## src/rtl/alu_pkg.sv

```systemverilog
// Shared types for the ALU execution unit: operation codes, FSM states, default width.
package alu_pkg;

  localparam int unsigned ALU_WIDTH = 32;

  typedef enum logic [2:0] {
    OP_ADD = 3'b000,
    OP_SUB = 3'b001,
    OP_MUL = 3'b010,
    OP_DIV = 3'b011,
    OP_AND = 3'b100,
    OP_OR  = 3'b101,
    OP_XOR = 3'b110,
    OP_ILL = 3'b111
  } alu_op_e;

  typedef enum logic [1:0] {
    ST_IDLE = 2'd0,
    ST_MUL  = 2'd1,
    ST_DIV  = 2'd2,
    ST_DONE = 2'd3
  } alu_state_e;

endpackage

```

## src/rtl/alu_muldiv_iter.sv

```systemverilog
// Bit-serial datapath shared by unsigned shift-add multiply and restoring divide.
module alu_muldiv_iter
  import alu_pkg::*;
#(
  parameter int unsigned WIDTH = ALU_WIDTH
) (
  input  logic             clk,
  input  logic             rst_n,
  input  logic             load_i,
  input  logic             step_i,
  input  logic             mode_div_i,
  input  logic [WIDTH-1:0] a_i,
  input  logic [WIDTH-1:0] b_i,
  output logic             last_o,
  output logic [WIDTH-1:0] lo_nxt_o,
  output logic [WIDTH-1:0] hi_nxt_o
);

  localparam int unsigned CW = (WIDTH > 1) ? $clog2(WIDTH) : 1;

  logic [WIDTH-1:0] acc_q, acc_d;
  logic [WIDTH-1:0] mq_q, mq_d;
  logic [WIDTH-1:0] m_q, m_d;
  logic [CW-1:0]    cnt_q, cnt_d;

  logic [WIDTH:0]   mul_sum;
  logic [WIDTH:0]   div_shift;
  logic [WIDTH:0]   div_diff;
  logic             div_ge;
  logic [WIDTH-1:0] acc_step;
  logic [WIDTH-1:0] mq_step;

  assign last_o = (cnt_q == CW'(WIDTH - 1));

  // acc is the product high half (MUL) or partial remainder (DIV); mq is multiplier/quotient.
  always_comb begin
    mul_sum   = {1'b0, acc_q} + (mq_q[0] ? {1'b0, m_q} : '0);
    div_shift = {acc_q, mq_q[WIDTH-1]};
    div_diff  = div_shift - {1'b0, m_q};
    div_ge    = ~div_diff[WIDTH];
    if (mode_div_i) begin
      acc_step = div_ge ? div_diff[WIDTH-1:0] : div_shift[WIDTH-1:0];
      mq_step  = {mq_q[WIDTH-2:0], div_ge};
    end else begin
      acc_step = mul_sum[WIDTH:1];
      mq_step  = {mul_sum[0], mq_q[WIDTH-1:1]};
    end
  end

  assign lo_nxt_o = mq_step;
  assign hi_nxt_o = acc_step;

  always_comb begin
    acc_d = acc_q;
    mq_d  = mq_q;
    m_d   = m_q;
    cnt_d = cnt_q;
    if (load_i) begin
      acc_d = '0;
      mq_d  = a_i;
      m_d   = b_i;
      cnt_d = '0;
    end else if (step_i) begin
      acc_d = acc_step;
      mq_d  = mq_step;
      cnt_d = last_o ? '0 : cnt_q + CW'(1);
    end
  end

  always_ff @(posedge clk or negedge rst_n) begin
    if (!rst_n) begin
      acc_q <= '0;
      mq_q  <= '0;
      m_q   <= '0;
      cnt_q <= '0;
    end else begin
      acc_q <= acc_d;
      mq_q  <= mq_d;
      m_q   <= m_d;
      cnt_q <= cnt_d;
    end
  end

endmodule

```

## src/rtl/alu_exec_unit.sv

```systemverilog
// Multi-cycle ALU: single-cycle logic/arith ops, iterative unsigned MUL/DIV, start/busy/done handshake.
module alu_exec_unit
  import alu_pkg::*;
#(
  parameter int unsigned WIDTH = ALU_WIDTH
) (
  input  logic             clk,
  input  logic             rst_n,
  input  logic             start,
  input  logic [2:0]       alu_control_in,
  input  logic [WIDTH-1:0] a,
  input  logic [WIDTH-1:0] b,
  output logic             busy,
  output logic             done,
  output logic [WIDTH-1:0] result,
  output logic [WIDTH-1:0] hi,
  output logic             zero,
  output logic             div_by_zero,
  output logic             illegal_op
);

  alu_state_e       state_q, state_d;
  logic [WIDTH-1:0] result_q, result_d;
  logic [WIDTH-1:0] hi_q, hi_d;
  logic             zero_q, zero_d;
  logic             dbz_q, dbz_d;
  logic             ill_q, ill_d;

  alu_op_e          op;
  logic             upd;
  logic [WIDTH-1:0] res_w, hi_w;
  logic             dbz_w, ill_w;

  logic             iter_load, iter_step, iter_last;
  logic [WIDTH-1:0] iter_lo, iter_hi;

  alu_muldiv_iter #(.WIDTH(WIDTH)) u_iter (
    .clk        (clk),
    .rst_n      (rst_n),
    .load_i     (iter_load),
    .step_i     (iter_step),
    .mode_div_i (state_q == ST_DIV),
    .a_i        (a),
    .b_i        (b),
    .last_o     (iter_last),
    .lo_nxt_o   (iter_lo),
    .hi_nxt_o   (iter_hi)
  );

  always_comb begin
    op        = alu_op_e'(alu_control_in);
    state_d   = state_q;
    iter_load = 1'b0;
    iter_step = 1'b0;
    upd       = 1'b0;
    res_w     = '0;
    hi_w      = '0;
    dbz_w     = 1'b0;
    ill_w     = 1'b0;
    case (state_q)
      ST_IDLE: begin
        if (start) begin
          state_d = ST_DONE;
          upd     = 1'b1;
          case (op)
            OP_ADD: res_w = a + b;
            OP_SUB: res_w = a - b;
            OP_AND: res_w = a & b;
            OP_OR:  res_w = a | b;
            OP_XOR: res_w = a ^ b;
            OP_MUL: begin
              upd       = 1'b0;
              iter_load = 1'b1;
              state_d   = ST_MUL;
            end
            OP_DIV: begin
              if (b == '0) begin
                res_w = '1;
                hi_w  = a;
                dbz_w = 1'b1;
              end else begin
                upd       = 1'b0;
                iter_load = 1'b1;
                state_d   = ST_DIV;
              end
            end
            default: ill_w = 1'b1;
          endcase
        end
      end
      ST_MUL, ST_DIV: begin
        iter_step = 1'b1;
        if (iter_last) begin
          upd     = 1'b1;
          res_w   = iter_lo;
          hi_w    = iter_hi;
          state_d = ST_DONE;
        end
      end
      default: state_d = ST_IDLE;
    endcase
  end

  // Outputs change only on entry to DONE, so they hold until the next done pulse.
  always_comb begin
    result_d = result_q;
    hi_d     = hi_q;
    zero_d   = zero_q;
    dbz_d    = dbz_q;
    ill_d    = ill_q;
    if (upd) begin
      result_d = res_w;
      hi_d     = hi_w;
      zero_d   = (res_w == '0);
      dbz_d    = dbz_w;
      ill_d    = ill_w;
    end
  end

  always_ff @(posedge clk or negedge rst_n) begin
    if (!rst_n) begin
      state_q  <= ST_IDLE;
      result_q <= '0;
      hi_q     <= '0;
      zero_q   <= 1'b0;
      dbz_q    <= 1'b0;
      ill_q    <= 1'b0;
    end else begin
      state_q  <= state_d;
      result_q <= result_d;
      hi_q     <= hi_d;
      zero_q   <= zero_d;
      dbz_q    <= dbz_d;
      ill_q    <= ill_d;
    end
  end

  assign busy        = (state_q != ST_IDLE);
  assign done        = (state_q == ST_DONE);
  assign result      = result_q;
  assign hi          = hi_q;
  assign zero        = zero_q;
  assign div_by_zero = dbz_q;
  assign illegal_op  = ill_q;

endmodule

```

## config.mk

```make
export PLATFORM = sky130hd
export DESIGN_NAME = alu_exec_unit
export DESIGN_NICKNAME = d
export VERILOG_FILES = /design/src/rtl/alu_pkg.sv /design/src/rtl/alu_muldiv_iter.sv /design/src/rtl/alu_exec_unit.sv
export SDC_FILE = /design/constraint.sdc
export NUM_CORES = 1
export LEC_CHECK = 0
export BUFFER_PORTS_ARGS = -buffer_cell sky130_fd_sc_hd__buf_2
export CAP_MARGIN = 5
export CORE_MARGIN = 5
export CORE_UTILIZATION = 55
export CTS_BUF_LIST = sky130_fd_sc_hd__clkbuf_4 sky130_fd_sc_hd__clkbuf_8
export DETAILED_ROUTE_END_ITERATION = 7
export PLACE_DENSITY = 0.71
export REMOVE_ABC_BUFFERS = 1
export SYNTH_ARGS = -nofsm -noshare
export SYNTH_HDL_FRONTEND = slang
export SYNTH_SLANG_ARGS = --single-unit
```

## constraint.sdc

```tcl
create_clock -name clk -period 9 [get_ports clk]
set_input_delay 0.45 -clock clk [delete_from_list [all_inputs] [get_ports clk]]
set_output_delay 0.45 -clock clk [all_outputs]
set_load 0.01 [all_outputs]
```

# ---- Word-level counts from Yosys, hierarchy flattened
# Cells that the tools add are included.
dict set report totals {
  ff_bits 170
  input_bits 70
  elab_cells 82
}
dict set report classes {
  reduce_logical 9
  n_eq_ne 12
  n_bitwise 4
  muxes 42
  add_sub_neg 5
}
# operator count
set ops {}
lappend ops {{$mux 32} 15}
lappend ops {{$pmux 32 s6} 1}
lappend ops {{$pmux 32 s2} 2}
lappend ops {{$logic_not 32->1} 2}
lappend ops {{$add 32x33->33} 1}
lappend ops {{$sub 33x32->33} 1}
lappend ops {{$add 32x32->32} 1}
lappend ops {{$and 32x32->32} 1}
lappend ops {{$or 32x32->32} 1}
lappend ops {{$sub 32x32->32} 1}
lappend ops {{$xor 32x32->32} 1}
lappend ops {{$mux 5} 3}
lappend ops {{$mux 1} 14}
lappend ops {{$eq 3x3->1 const B} 3}
lappend ops {{$pmux 2 s2} 2}
lappend ops {{$reduce_or 7->1} 1}
lappend ops {{$eq 3x2->1 const B} 2}
lappend ops {{$pmux 1 s2} 3}
lappend ops {{$add 5x1->5 const B} 1}
lappend ops {{$eq 5x5->1 const B} 1}
lappend ops {{$eq 2x2->1 const B} 2}
lappend ops {{$mux 2} 2}
lappend ops {{$reduce_bool 2->1} 2}
lappend ops {{$eq 3x1->1 const B} 1}
lappend ops {{other kinds (8)} 8}

# ---- Depth between registers and ports, before layout
# Gate-level depths: netlist of the first run.
dict set report depth {
  depth_word 6
  depth_mapped 20
}

# ---- Hierarchy
# A second synthesis of the first run with hierarchy kept.
dict set report unflattened {
  hier_cells 2231
  area_unflattened_um2 17241.5
}
# mod area_per_inst_um2 n_inst cells_each
set modules_own_cells {}
lappend modules_own_cells {alu_muldiv_iter 9193.8 1 1119}
lappend modules_own_cells {alu_exec_unit 8047.7 1 1112}

# ---- Worst setup path after synthesis of the first run
# OpenSTA, ideal clock, no wires.
dict set report synth_timing {
  kind {input port to flip-flop}
  startpoint {input port alu_control_in[0]}
  endpoint {register zero_q (netlist: zero)}
  setup_ns 0.103
  required_ns 8.897
  path_slack_ns 4.116
  cell_stages 20
  t_arrival_ns 4.781
  path_buffers 6
  path_cell_list {clkbuf_1 clkbuf_1 buf_2 buf_1 and2_1 clkbuf_1 a31oi_1 xnor2_1 ha_1 clkbuf_1 nand4_1 or2_1 a2111o_1 and4_1 o31ai_1 xnor2_1 o21a_1 nor4bb_1 nand4_1 o41ai_2}
}
dict set report synth_between {
  elab_chain_len 5
}
# element line_no
set synth_rtl {}
lappend synth_rtl {{start: declaration} alu_exec_unit.sv:10} ;# input logic [2:0] alu_control_in,
lappend synth_rtl {{$eq 3x2->1, or another cell as far along} alu_exec_unit.sv:65} ;# case (op)
lappend synth_rtl {{$pmux 32 s6} alu_exec_unit.sv:65}
lappend synth_rtl {{$mux 32} alu_exec_unit.sv:62} ;# if (start) begin
lappend synth_rtl {{$pmux 32 s2} alu_exec_unit.sv:60} ;# case (state_q)
lappend synth_rtl {{$logic_not 32->1} alu_exec_unit.sv:114} ;# zero_d = (res_w == '0);
lappend synth_rtl {{end signal: assignment} alu_exec_unit.sv:132} ;# zero_q <= zero_d;
lappend synth_rtl {{end: declaration} alu_exec_unit.sv:25} ;# logic zero_q, zero_d;
# Parallel ways exist; a longest one is shown, timed or not.
# A chain may end at the register's enable or synchronous reset.

# ---- Final worst setup path of the first run
dict set report layout_timing {
  startpoint {input port b[0]}
  endpoint {register zero_q (netlist: zero)}
}
dict set report layout_between {
  elab_chain_len 6
}
# element line_no
set layout_rtl {}
lappend layout_rtl {{start: declaration} alu_exec_unit.sv:12} ;# input logic [WIDTH-1:0] b,
lappend layout_rtl {{branches (longest 6 deep; another with $sub 32x32->32)} --}
# Parallel ways; which one is timed is not known.

==> metrics.md, run 1 <==
| Metric | Value |
|---|---|
| Top cell type's share of synthesized area | `25.5%` |
| Post-synth top flop | `dfrtp_1` |
| Tightest Hold Check Type | `in2reg` |
| Design area | `0.0180 mm²` |
| Critical path, cell by cell | `buf_2 -> inv_1 -> ha_1 -> nor3b_1 -> nand3_1 -> nor4_1 -> a31oi_1 -> xnor2_1 -> ha_1 -> nand4_1 -> nor3_1 -> o21ai_0 -> o21ai_0 -> mux2i_1 -> a211oi_1 -> nor4b_1 -> and4_1 -> nand4_1 -> o41ai_2` |
| Clk buf depth | `2` |
| Seq/Total Area, Yosys | `25.5%` |
| Pwr dens | `412 mW/mm²` |
| CP startpoint | `b[0]` |
| Total track usage | `34.6%` |
| Share of total power in combinational logic | `between 70% and 80%` |
| Area Growth Syn to Fin | `8.00%` |
| Final #Nets | `~2400` |
| TritonCTS buffer count | `17` |
| Most frequent cell after synthesis | `nand2_1` |
| CTS tree | `yes` |
| Placed inst area | `0.0176 mm²` |
| Pin count of the biggest net entering global routing | `90` |
| RSZ-0062 raised after global routing | `false` |
| CTS resizes | `0` |
| Worst Path Arrival | `5.60 ns` |
| Crit path kind | `in2reg` |
| Drt pass-1 iters | `6` |
| Initial antenna violation count | `4` |
| Clock share of power | `8.7%` |
| Async SR Flop Fraction | `100%` |
| GRT overflow | `0` |
| Synth top cells by count | `250 x nand2_1, 201 x o21ai_0, 199 x a21oi_1` |
| Switching power | `3910 µW` |
| DR vias/cell | `roughly 6.5` |
| EDFF count, synth | `0` |
| Sequential share of power | `about 20%` |
| Run status | `complete, no violations` |
| WP data required | `9.41 ns` |
| Synthesized area | `0.0167 mm²` |
| Final ANT Viol Nets | `0` |
| Iteration-0 DRC Markers | `2313` |
| Gate Count Post-Synth | `approximately 2100` |
| Fin crit period | `5.19 ns` |
| Final TNS setup | `0 ns` |
| DP Wirelength | `around 44000 µm` |
| Slew Limit Headroom | `a little over a tenth` |
| Share of cells above drive strength 1 | `10.6%` |
| Largest cells by area after synthesis | `dfrtp_1 25%, ha_1 12%, o21ai_0 6.0%, a21oi_1 6.0%, nand2_1 5.6%` |
| Slowest CP cell | `nor3b_1` |
| Period Utilization, post-route | `57.7%` |
| Worst path max stage delay | `0.57 ns` |
| Syn_area_per_cell | `7.78 µm²` |
| Post-Route WL | `59500 µm` |
| Initial Util | `56.0%` |
| Tot Pwr | `7430 µW` |
| Max Cap Violations | `0` |
| CTS clk-pin slew, worst paths | `0.12 ns` |
| F_max | `193 MHz` |
| Max FO, Critical Path | `13` |
| Via Count | `16900` |
| Maximum vdd ir drop | `0.285 mV` |
| Vias in the first global route | `15800` |
| Worst Skew | `about 0.027 ns` |
| Die area | `about 0.034 mm²` |
| PortBufs | `138` |
| Core Region | `0.0298 mm²` |
| Yosys reg bits | `170` |
| Die extent in x | `184 µm` |
| RePlAce Congestion | `1.01` |
| Ports | `between 100 and 150` |
| Clock Root Buffer | `clkbuf_8` |
| Leading area contributor after synthesis | `dfrtp_1` |
| YS warnings | `0` |
| Min-Delay Startpoint | `a[20]` |
| Crit. End Element | `register` |
| Row count | `63` |
| Leak pwr | `~0.008 µW` |
| CP bufs+invs | `2` |
| Final Hold Vio Count | `0` |
| Drt wl/cell | `about 23 µm` |
| Final non-filler cell total | `2607` |
| Post-placement cell count | `approximately 2600` |
| Switching share of power | `52.7%` |
| FF-to-FF Start | `u_iter.mq_q[31]` |
| Clock insertion delay at the later pin of the skew report | `0.51 ns` |
| H-Tree Depth | `4` |
| Pint | `around 3500 µW` |
| Final setup vio count | `0` |
| Final Max Tran Viols | `0` |
| Drc violations | `0` |
| Die height | `between 150 and 200 µm` |
| Clock sinks | `170` |
| Worst-margin pin slew | `around 1.3 ns` |
| CP startpoint kind | `primary input` |
| Synth cell types | `between 80 and 90` |
| CP top delay family | `simple AND/OR/NAND/NOR gates` |
| First-pass GRT wire length | `92300 µm` |
## worst paths after layout
| path | to | slack, ns | cells after the start |
|---|---|---|---|
| worst max-delay path | zero | 3.81 | 19 |
| worst min-delay path | u_iter.mq_q[20] | 0.24 | 3 |
| worst max register to register | hi[4] | 4.29 | 14 |
| worst min register to register | result[26] | 0.48 | 2 |
| max in group asynchronous | u_iter.m_q[17] | 6.68 | 4 |
| min in group asynchronous | result[2] | 0.53 | 2 |
## per-layer routing
layer / GRT usage [%] / vias to the layer above / wire [µm]
met4: 11.2 / 0 / 1720
met2: 52.1 / 859 / 26100
met3: 6.91 / 100 / 5410
li1: - / 7920 / -
met5: 0 / - / 0
met1: 50.0 / 8033 / 26300
## cells by family after synthesis
group | Yosys count | share of synthesized area [%]
buffers and inverters | 252 | 5.98
xor gates and xnor gates | 87 | 4.56
AOI/OAI and AO/OA | 758 | 28.7
DFF | 170 | 25.5
muxes | 70 | 4.41
and+or+nand+nor | 639 | 18.1
adders and majority gates | 169 | 12.8
## stage by stage
stage / setup WS, ns / hold slack, ns / utilization [%]
final: 3.81 / 0.242 / 60.5
after floorplan: 3.24 / 0.154 / -
after global routing: 3.15 / 0.227 / 60.5
after detailed placement: 3.37 / 0.456 / 59.0
after global placement: 3.49 / 0.447 / 59.0
after CTS: 3.87 / 0.219 / 60.5
## worst register-to-register path: cells and delay by family, from the launching register on
kind,cells,cell delay (ns)
AO/OA/AOI/OAI,7,2.13
adder cells (fa/ha/maj),2,0.65
AND/OR/NAND/NOR,2,0.63
flip-flops,1,0.47
multiplexers,1,0.40
buffers and inverters,2,0.27
## placed cells by master, fill, tap and decap left out, drive strengths merged, types with 19 or more instances in the layout
cell type    n
a21o        39
o22ai       32
nand2      251
nor3        39
mux2i       51
a211oi      43
dfrtp      170
ha         166
mux2        19
o21ai      208
nand4       23
o21a        25
and2        45
inv        137
a31oi       26
o211ai      49
xor2        21
xnor2       66
nor2       149
nand3       26
buf        156
a21oi      201
## flip-flops by register name, summed over array words and instances, names as in the netlist
signal and flops:
u_iter.mq_q 32, u_iter.acc_q 32, div_by_zero 1, result 32, illegal_op 1, hi 32
state_q 2, u_iter.m_q 32, u_iter.cnt_q 5, zero 1
## power groups by stage
stage	clock network [µW]	logic [µW]	registers, µW
6_report	647	5320	1460
5_1_grt	680	5830	1500
4_1_cts	644	5210	1450
3_5_place_dp	0	5170	1460
3_3_place_gp	0	5070	1450
2_1_floorplan	0	3760	1430
## layout make-up
class,count,area [µm²]
diodes,4,10.0
clock buffers,17,234
clock inverters,15,203
fillers,2813,11800
inverters,131,492
multi-input cells,1723,11500
flip-flops and latches,170,4250
well taps,390,488
repair buffers,157,842
## what timing repair did
| item | CTS | global route |
|---|---|---|
| setup buffers | 0 | 0 |
| hold buffers | 1 | 0 |
| endpoints found under the hold margin | 60 | 0 |
Power figures use the tool's default switching activity.
==> run 2, diff against run 1 <==
--- a/config.mk
+++ b/config.mk
@@ -5,6 +5,7 @@
 export SDC_FILE = /design/constraint.sdc
 export NUM_CORES = 1
 export LEC_CHECK = 0
+export ABC_AREA = 1
 export BUFFER_PORTS_ARGS = -buffer_cell sky130_fd_sc_hd__buf_2
 export CAP_MARGIN = 5
 export CORE_MARGIN = 5
==> constraint.sdc (replaced) <==
create_clock -name clk -period 4.8 [get_ports clk]
set_input_delay 0.24 -clock clk [delete_from_list [all_inputs] [get_ports clk]]
set_output_delay 0.24 -clock clk [all_outputs]
set_load 0.01 [all_outputs]
==> run 2 against run 1 <==
  * Critical path depth rose by 9
  * Sequential share of layout area fell by 0.74 points
  * Non-clock buffer count rose by 6
  * Global-route usage rose by 1.4 points
  * Clock-buffer cell count did not move
  * Utilization barely moved
  * Combinational power rose by 56%
==> metrics.md, run 2 <==
| Metric | Value |
|---|---|
| Drt wl/cell | `20.1 µm (-12%)` |
| Most frequent cell after synthesis | `nand2_1` |
| Gate Count Post-Synth | `2713 (+26%)` |
| Max FO, Critical Path | `5 (-8)` |
| Ports | `139 (unchanged)` |
| RePlAce Congestion | `1.03 (+2.0%)` |
| Top cell type's share of synthesized area | `24.7% (-0.78 points)` |
| Worst Path Arrival | `4.55 ns (-1.05 ns)` |
| Final setup vio count | `0 (unchanged)` |
| GRT overflow | `0 (unchanged)` |
| H-Tree Depth | `4 (unchanged)` |
| Tightest Hold Check Type | `in2reg` |
| Clock insertion delay at the later pin of the skew report | `0.51 ns (about the same)` |
| Pwr dens | `640 mW/mm² (+55%)` |
| Drt pass-1 iters | `6 (unchanged)` |
| F_max | `between 200 and 250 MHz` |
| Core Region | `0.0307 mm² (+3.2%)` |
| Die area | `0.0350 mm² (+3.0%)` |
| Final non-filler cell total | `3217 (+23%)` |
| TritonCTS buffer count | `17 (unchanged)` |
| Reg2reg setup slack | `0.83 ns (-3.46 ns)` |
| Setup repair bufs after CTS | `0 (unchanged)` |
| Seq/Total Area, Yosys | `24.7% (-0.78 points)` |
| Clock sinks | `170 (unchanged)` |
| Initial antenna violation count | `2 (-2)` |
| Via Count | `18900 (+12%)` |
| Most used cell, CP | `nand2_1` |
| Crit path kind | `in2reg` |
| Slew Limit Headroom | `16.5% (+5.9 points)` |
| Drc violations | `0 (unchanged)` |
| Async SR Flop Fraction | `100% (unchanged)` |
| Row count | `64 (+1.6%)` |
| DR vias/cell | `5.87 (-9.5%)` |
| Crit. End Element | `register` |
| Switching power | `6800 µW (+74%)` |
| Post-Route WL | `64800 µm (+8.9%)` |
| Initial Util | `56.0% (about the same)` |
| CTS resizes | `0 (unchanged)` |
| Synthesized area | `0.0172 mm² (+3.2%)` |
| EDFF count, synth | `0 (unchanged)` |
| Largest cells by area after synthesis | `dfrtp_1 25%, nand2_1 18%, ha_1 12%, inv_1 8.7%, nor2_1 5.3%` |
| Final #Nets | `3045 (+25%)` |
| RSZ-0062 raised after global routing | `false` |
| Period Utilization, post-route | `between 80% and 90%` |
| Die extent in x | `187 µm (+1.5%)` |
| Share of total power in combinational logic | `69.8% (-1.8 points)` |
| Total track usage | `36.0% (+1.4 points)` |
| Post-placement cell count | `3182 (+24%)` |
| Pin count of the biggest net entering global routing | `81 (-10%)` |
| Pint | `5120 µW (+46%)` |
| Final Max Tran Viols | `0 (unchanged)` |
| Synth top cells by count | `821 x nand2_1, 400 x inv_1, 241 x nor2_1` |
| Clk buf depth | `2 (unchanged)` |
| Post-synth top flop | `dfrtp_1` |
| Maximum vdd ir drop | `0.995 mV (+250%)` |
| Die height | `187 µm (+1.5%)` |
| Clock share of power | `8.9% (+0.2 points)` |
| Switching share of power | `57.0% (+4.4 points)` |
| YS warnings | `0 (unchanged)` |
| CP startpoint kind | `primary input` |
| Fin crit period | `4.10 ns` |
| Synth cell types | `55 (-38%)` |
| Worst Skew | `0.0204 ns (-0.00656 ns)` |
| Iteration-0 DRC Markers | `2273 (-1.7%)` |
| Vias in the first global route | `18000 (+14%)` |
| Final TNS setup | `0 ns (unchanged)` |
| PortBufs | `138 (unchanged)` |
| Sequential share of power | `21.4% (+1.7 points)` |
| Worst path max stage delay | `0.38 ns (-0.19 ns)` |
| Final ANT Viol Nets | `0 (unchanged)` |
| Max Cap Violations | `0 (unchanged)` |
| WP data required | `5.25 ns (-4.16 ns)` |
| Worst-margin pin slew | `1.25 ns (-0.0566 ns)` |
| DP Wirelength | `50800 µm (+15%)` |
| Slowest CP cell | `ha_1` |
| Syn_area_per_cell | `6.35 µm² (-18%)` |
| Clock Root Buffer | `clkbuf_8` |
| Leak pwr | `0.0103 µW (+25%)` |
| CTS clk-pin slew, worst paths | `0.11 ns (about the same)` |
| Final Hold Vio Count | `0 (unchanged)` |
| Area Growth Syn to Fin | `8.08% (about the same)` |
| Leading area contributor after synthesis | `dfrtp_1` |
| Most common cell after layout, fill and taps aside | `nand2_1` |
| Share of cells above drive strength 1 | `8.05% (-2.5 points)` |
| Yosys reg bits | `170 (unchanged)` |
| CTS tree | `yes` |
| Most frequent cells in the layout | `821 x nand2_1, 400 x inv_1, 240 x nor2_1, 173 x o21ai_0, 170 x dfrtp_1` |
| Run status | `complete, no violations` |
| First-pass GRT wire length | `99900 µm (+8.3%)` |
## run 2: cell type report
class / instances / area [µm²]
fillers: 3034 / 12100
multi-input cells: 2047 / 11100
flip-flops and latches: 170 / 4250
inverters: 407 / 1530
repair buffers: 163 / 887
well taps: 396 / 495
clock buffers: 17 / 234
clock inverters: 15 / 153
diodes: 2 / 5.00
## run 2: path summary, 6_finish.rpt
check	from	to	cells past startpoint
max in group asynchronous	rst_n	result[18]	3
worst min-delay path	a[29]	hi[29]	3
worst max-delay path	b[0]	zero	28
worst max register to register	state_q[0]	hi[28]	12
min in group asynchronous	rst_n	u_iter.cnt_q[0]	2
worst min register to register	div_by_zero	div_by_zero	2
## run 2: power groups by stage
stage | sequential [µW] | clock, µW | combinational [µW]
floorplan | 2490 | 0 | 5550
global placement | 2530 | 0 | 7900
detailed placement | 2550 | 0 | 8060
CTS | 2520 | 1070 | 8110
global route | 2610 | 1120 | 9120
finish | 2550 | 1060 | 8310
## run 2: layer usage
layer / wire (µm) / up-vias / global-route usage, % / part of all wire [%]
li1: - / 8990 / - / -
met1: 26900 / 8773 / 48.4 / 41
met4: 2570 / 0 / 13.4 / 4.0
met5: 0 / - / 0 / 0
met2: 29300 / 967 / 58.6 / 45
met3: 6030 / 164 / 5.99 / 9.3
## run 2: timing repair
| action | CTS | global route |
|---|---|---|
| hold buffers | 1 | 0 |
| endpoints found under the setup margin | 0 | 0 |
| endpoints found under the hold margin | 78 | 0 |
## run 2: cell families after synthesis
| group | synth area share, % |
|---|---|
| adders and majority gates | 12.4 |
| xor gates and xnor gates | 3.10 |
| DFF | 24.7 |
| AOI/OAI and AO/OA | 17.7 |
| buffers and inverters | 11.2 |
| muxes | 0.174 |
| and+or+nand+nor | 30.7 |
## run 2: worst max-delay path, delay by kind of cell
| family | cells | cell delay (ns) |
|---|---|---|
| AO/OA/AOI/OAI | 3 | 0.64 |
| XOR/XNOR | 1 | 0.19 |
| adder cells (fa/ha/maj) | 2 | 0.56 |
| buffers and inverters | 4 | 0.44 |
| AND/OR/NAND/NOR | 18 | 2.45 |
## run 2: metrics by stage
step	utilization (%)	total power [µW]	setup slack (ns)	cell area (µm²)	hold WS [ns]
after floorplan	-	8040	0.947	16800	-0.0556
after global placement	59.2	10400	0.279	18200	0.348
after detailed placement	59.2	10600	0.272	18200	0.364
after CTS	60.5	11700	0.800	18600	0.0389
after global routing	60.5	12800	0.362	18600	0.0539
final	60.5	11900	0.705	18600	0.0538
